[config.mk]
export PLATFORM = sky130hd
export DESIGN_NAME = display_scan_ctrl
export DESIGN_NICKNAME = d
export VERILOG_FILES = /design/src/rtl/display_scan_ctrl_pkg.sv /design/src/rtl/display_scan_ctrl_hex.sv /design/src/rtl/display_scan_ctrl.sv
export SDC_FILE = /design/constraint.sdc
export NUM_CORES = 1
export LEC_CHECK = 0
export CAP_MARGIN = 10
export CORE_MARGIN = 3
export CORE_UTILIZATION = 57
export DETAILED_ROUTE_END_ITERATION = 6
export GPL_TIMING_DRIVEN = 0
export PLACE_DENSITY_LB_ADDON = 0.2
export SLEW_MARGIN = 15
export SYNTH_ARGS = -nofsm -noshare
export SYNTH_HDL_FRONTEND = slang
export SYNTH_SLANG_ARGS = --single-unit
[constraint.sdc]
create_clock -name CLK -period 3.57 [get_ports CLK]
set_input_delay 0.714 -clock CLK [delete_from_list [all_inputs] [get_ports CLK]]
set_output_delay 0.714 -clock CLK [all_outputs]
set_load 0.02 [all_outputs]
[src/rtl/display_scan_ctrl_pkg.sv]
// Shared constants and types for the 4-digit multiplexed 7-segment scanner.
package display_pkg;

   localparam int         NUM_DIGITS = 4;
   localparam logic [6:0] SEG_DARK   = 7'h7F;
   localparam logic [3:0] AN_OFF     = 4'hF;

   typedef enum logic {PH_GUARD, PH_SHOW} slot_phase_e;

endpackage

[src/rtl/display_scan_ctrl_hex.sv]
// Team hex-to-7-segment decoder, active-low segments with bit0=a ... bit6=g.
module displayHEX
   import display_pkg::*;
(
   input  logic [3:0] i_nib,
   output logic [6:0] o_seg
);

   always_comb begin
      o_seg = SEG_DARK;
      case (i_nib)
         4'h0: o_seg = 7'h40;
         4'h1: o_seg = 7'h79;
         4'h2: o_seg = 7'h24;
         4'h3: o_seg = 7'h30;
         4'h4: o_seg = 7'h19;
         4'h5: o_seg = 7'h12;
         4'h6: o_seg = 7'h02;
         4'h7: o_seg = 7'h78;
         4'h8: o_seg = 7'h00;
         4'h9: o_seg = 7'h10;
         4'hA: o_seg = 7'h08;
         4'hB: o_seg = 7'h03;
         4'hC: o_seg = 7'h46;
         4'hD: o_seg = 7'h21;
         4'hE: o_seg = 7'h06;
         4'hF: o_seg = 7'h0E;
         default: o_seg = SEG_DARK;
      endcase
   end

endmodule

[src/rtl/display_scan_ctrl.sv]
// Scans a 16-bit value over four common-anode digits with guard gaps,
// tear-free frame-aligned updates, leading-zero blanking and blink.
module display_scan_ctrl
   import display_pkg::*;
#(
   parameter int SCAN_DIV     = 50000,
   parameter int GUARD        = 16,
   parameter int BLINK_FRAMES = 25
) (
   input  logic        CLK,
   input  logic        RST,
   input  logic        LOAD,
   input  logic [15:0] VALUE,
   input  logic        BLANK_LZ,
   input  logic        BLINK,
   output logic [6:0]  SEG,
   output logic [3:0]  AN,
   output logic        PEND,
   output logic        FRAME
);

   localparam int CW = (SCAN_DIV > 1) ? $clog2(SCAN_DIV) : 1;
   localparam int BW = (BLINK_FRAMES > 1) ? $clog2(BLINK_FRAMES) : 1;
   localparam int DW = $clog2(NUM_DIGITS);

   logic [15:0]   r_act, r_pnd, w_act_nxt, w_pnd_nxt;
   logic          r_pend, w_pend_nxt;
   logic [CW-1:0] r_cnt, w_cnt_nxt;
   logic [DW-1:0] r_dig, w_dig_nxt;
   logic [BW-1:0] r_bcnt, w_bcnt_nxt;
   logic          r_bph, w_bph_nxt;
   logic          r_lz, r_dark;
   logic [6:0]    r_seg, w_seg_nxt, w_hex;
   logic [3:0]    r_an, w_an_nxt, w_nib;
   logic          r_frame;
   logic          w_bound, w_lz_sup;
   slot_phase_e   w_phase;

   always_comb begin
      w_bound   = (r_cnt == '0) && (r_dig == '0);
      w_phase   = (r_cnt < CW'(GUARD)) ? PH_GUARD : PH_SHOW;
      w_cnt_nxt = r_cnt + CW'(1);
      w_dig_nxt = r_dig;
      if (r_cnt == CW'(SCAN_DIV - 1)) begin
         w_cnt_nxt = '0;
         w_dig_nxt = r_dig + DW'(1);
      end

      // A LOAD on the boundary bypasses the pending register entirely
      w_act_nxt  = r_act;
      w_pnd_nxt  = r_pnd;
      w_pend_nxt = r_pend;
      if (w_bound) begin
         w_pend_nxt = 1'b0;
         if (LOAD)
            w_act_nxt = VALUE;
         else if (r_pend)
            w_act_nxt = r_pnd;
      end else if (LOAD) begin
         w_pnd_nxt  = VALUE;
         w_pend_nxt = 1'b1;
      end

      w_bcnt_nxt = r_bcnt;
      w_bph_nxt  = r_bph;
      if (!BLINK) begin
         w_bcnt_nxt = '0;
         w_bph_nxt  = 1'b0;
      end else if (w_bound) begin
         if (r_bcnt == BW'(BLINK_FRAMES - 1)) begin
            w_bcnt_nxt = '0;
            w_bph_nxt  = ~r_bph;
         end else begin
            w_bcnt_nxt = r_bcnt + BW'(1);
         end
      end

      w_nib    = r_act[{r_dig, 2'b00} +: 4];
      w_lz_sup = r_lz && (r_dig != '0) && ((r_act >> {r_dig, 2'b00}) == 16'h0000);
      w_seg_nxt = SEG_DARK;
      w_an_nxt  = AN_OFF;
      if ((w_phase == PH_SHOW) && !r_dark && !w_lz_sup) begin
         w_an_nxt  = ~(4'b0001 << r_dig);
         w_seg_nxt = w_hex;
      end
   end

   displayHEX u_hex (
      .i_nib (w_nib),
      .o_seg (w_hex)
   );

   // Blank/blink settings are sampled at slot start so a slot never changes mid-way
   always_ff @(posedge CLK or posedge RST) begin
      if (RST) begin
         r_act   <= '0;
         r_pnd   <= '0;
         r_pend  <= 1'b0;
         r_cnt   <= '0;
         r_dig   <= '0;
         r_bcnt  <= '0;
         r_bph   <= 1'b0;
         r_lz    <= 1'b0;
         r_dark  <= 1'b0;
         r_seg   <= SEG_DARK;
         r_an    <= AN_OFF;
         r_frame <= 1'b0;
      end else begin
         r_act   <= w_act_nxt;
         r_pnd   <= w_pnd_nxt;
         r_pend  <= w_pend_nxt;
         r_cnt   <= w_cnt_nxt;
         r_dig   <= w_dig_nxt;
         r_bcnt  <= w_bcnt_nxt;
         r_bph   <= w_bph_nxt;
         if (r_cnt == '0) begin
            r_lz   <= BLANK_LZ;
            r_dark <= w_bph_nxt;
         end
         r_seg   <= w_seg_nxt;
         r_an    <= w_an_nxt;
         r_frame <= w_bound;
      end
   end

   assign SEG   = r_seg;
   assign AN    = r_an;
   assign PEND  = r_pend;
   assign FRAME = r_frame;

endmodule
==> impl_metrics.yaml <==
critical_path:
  r2r_setup_slack_ps: 550
  path_max_fanout: 10
  crit_arrival_ps: 3240
  startpoint_type: "flip-flop"
  ff2ff_path_depth: 9
  worstPathRequired_ps: 3800
  r2r-start: "r_dig[0]$_DFFE_PP0N_"
  r2r-end: "r_pnd[2]$_DFFE_PP0P_"
  crit_type: "reg2reg"
  end_kind: "flip-flop"
timing:
  slew_violations: 0
  skew_ps: 6.02
  fmax_ghz: 0.331
  finalCritPeriodShare: 0.845
  grt_setup_unrepaired: "false"
  setup_viol: 0
  setup_tns_ps: 0
  tightest_slew_ps: 709
  finalHoldViolCount: 0
  post-route-min-period_ps: 3020
  slew_headroom: 0.523
clock_network:
  cts_buffer_depth: 2
  root_buffer: "clkbuf_8"
  cts_tree: "yes"
  clock-sinks: 71
  cts_resized: 0
  clk_pin_slew_ps: 70
  ctsHoldBuffers: 0
  post_cts_buffers: 0
  clkLatencyLatePin_ps: 340
  cts_made_buffers: 9
  h-tree-depth: 3
final_layout:
  fin_nets: 387
  most-common-layout-cells: "dfrtp_1 (60), mux2_2 (43), clkdlybuf4s50_1 (32), nor2_1 (18), nand3_1 (16)"
  syn_to_final_growth_pct: 18.3
  antennaDiodeCount: 0
  drive_gt1_frac: 0.280
  final_common_cell: "dfrtp_1"
  nFillCells: 454
place:
  hpwl_um: 4770
  place.gp.congestion: 0.856
  portBuffers: 32
global_route:
  track_usage: 0.201
  grt_pass1_wl_um: 11900
  antenna_found_initial: 0
  grt_pass1_vias: 2502
  grt_max_degree: 52
  overflow: 0
logic_synthesis:
  ys.flop_type: "dfrtp_1"
  synth_warnings: 0
  netlist_area_um2: 3680
  synth_edf_count: 0
  synthArstFlopShare: 1.00
  syn_avg_cell_area_um2: 12.0
  synth_seq_cells: 71
  yosysTopAreaCell: "dfrtp_1"
  postSynthCellCount: 308
  synthDistinctLibCells: 49
  ys_seq_area_frac: 0.486
  synthTopCellsByArea: "dfrtp_1 (41%), mux2_2 (13%), dfstp_2 (7.8%)"
  syn_nets: 343
  synth_top_area_share: 0.407
detailed_routing:
  firstDrtPassIters: 4
  ant_nets: 0
  routed_wl_um: 6730
  wl_per_cell_um: 15.6
  drc_errors: 0
  route.vias.total: 2501
  vias_per_cell: 5.79
  drtIter0Drc: 167
pwr:
  powerDensity_nw_per_um2: 412
  total_power_mw: 1.80
  ir_worst_vdd_mv: 0.288
  leakage_nw: 1.91
die:
  pin_count: 34
  std_cell_rows: 28
  die_area_um2: 7460
  die_x_um: 86.4
  dieHeight_um: 86.4
  start_util: 0.604
  core_area_um2: 6100
hold_path:
  hp-start: "r_pnd[6]$_DFFE_PP0P_"
  min_path_cells: 1
  min_path_type: "reg2reg"
  hold_end: "r_pnd[6]$_DFFE_PP0P_"
job:
  cap_violations: 0
run_status:
  outcome: "complete, no violations"
[worst max-delay path, cell delays in order, from the launching register on]
cell	delay, ps
dfrtp_1	410
clkbuf_1	240
inv_1	210
ha_1	210
inv_1	110
or4_4	520
buf_6	150
o21ai_2	340
buf_2	350
mux2_2	370
[worst max path at each step]
stage	slack (ps)	end	start	cells after the start
2_1_floorplan	880	r_act[0]$_DFFE_PP0P_	r_dig[0]$_DFFE_PP0N_	10
3_3_place_gp	-70	r_pnd[0]$_DFFE_PP0P_	RST	2
3_5_place_dp	560	r_pnd[2]$_DFFE_PP0P_	r_dig[0]$_DFFE_PP0N_	9
4_1_cts	550	r_pnd[2]$_DFFE_PP0P_	r_dig[0]$_DFFE_PP0N_	9
5_1_grt	340	r_pnd[2]$_DFFE_PP0P_	r_dig[0]$_DFFE_PP0N_	9
6_report	550	r_pnd[2]$_DFFE_PP0P_	r_dig[0]$_DFFE_PP0N_	9
[registers in the layout, indices dropped and copies added (netlist names)]
signal  flops
r_act      16
r_cnt      16
r_pnd      16
SEG         7
r_bcnt      5
AN          4
r_dig       2
FRAME       1
PEND        1
r_bph       1
r_dark      1
r_lz        1
[through the flow]
stage	utilization	instances	hold WS, ps	instance area, µm²	setup slack (ps)
2_1_floorplan	-	308	463	3680	881
4_1_cts	0.715	432	509	4360	547
3_5_place_dp	0.677	416	492	4130	560
6_report	0.715	432	506	4360	553
5_1_grt	0.715	432	527	4360	338
3_3_place_gp	0.672	415	483	4100	-68.3
[synth_stat cells, types with 9 or more instances]
master,count
dfrtp_1,60
dfstp_2,11
ha_1,14
inv_1,16
mux2_2,43
mux2_4,10
nand2_1,11
nand3_1,16
nand4_1,9
nor2_1,18
xnor2_1,9
[cell type report]
class / instances / area (µm²) / area share
sequential: 71 / 1790 / 0.411
clock inverter: 5 / 80.1 / 0.0184
buffer: 14 / 91.3 / 0.0209
timing repair buffer: 33 / 348 / 0.0798
clock buffer: 11 / 151 / 0.0347
multi-input combinational: 207 / 1740 / 0.400
tap: 75 / 93.8 / 0.0215
inverter: 16 / 62.6 / 0.0143
[routing by layer]
| metal | share of wire | global-route usage |
|---|---|---|
| met5 | 0 | 0 |
| met4 | 0.018 | 0.0850 |
| met3 | 0.048 | 0.0352 |
| met2 | 0.46 | 0.292 |
| met1 | 0.47 | 0.297 |
[kinds of logic (layout without fill, tap and decap cells)]
| group | count (synthesis) | in the layout | share of synthesized area |
|---|---|---|---|
| xor+xnor | 14 | 14 | 0.0333 |
| mux | 62 | 62 | 0.210 |
| compound gates | 24 | 24 | 0.0424 |
| flops | 71 | 71 | 0.486 |
| buf+inv | 30 | 79 | 0.0411 |
| fa+ha+maj | 14 | 14 | 0.0475 |
| simple gates | 93 | 93 | 0.140 |
[power by group]
group / internal, mW / leakage [nW] / total [mW] / switching [mW]
Sequential: 0.852 / 0.879 / 0.874 / 0.0217
Clock: 0.430 / 0.112 / 0.728 / 0.298
Combinational: 0.109 / 0.918 / 0.196 / 0.0866
No activity file was read; power rests on OpenSTA's default activity.
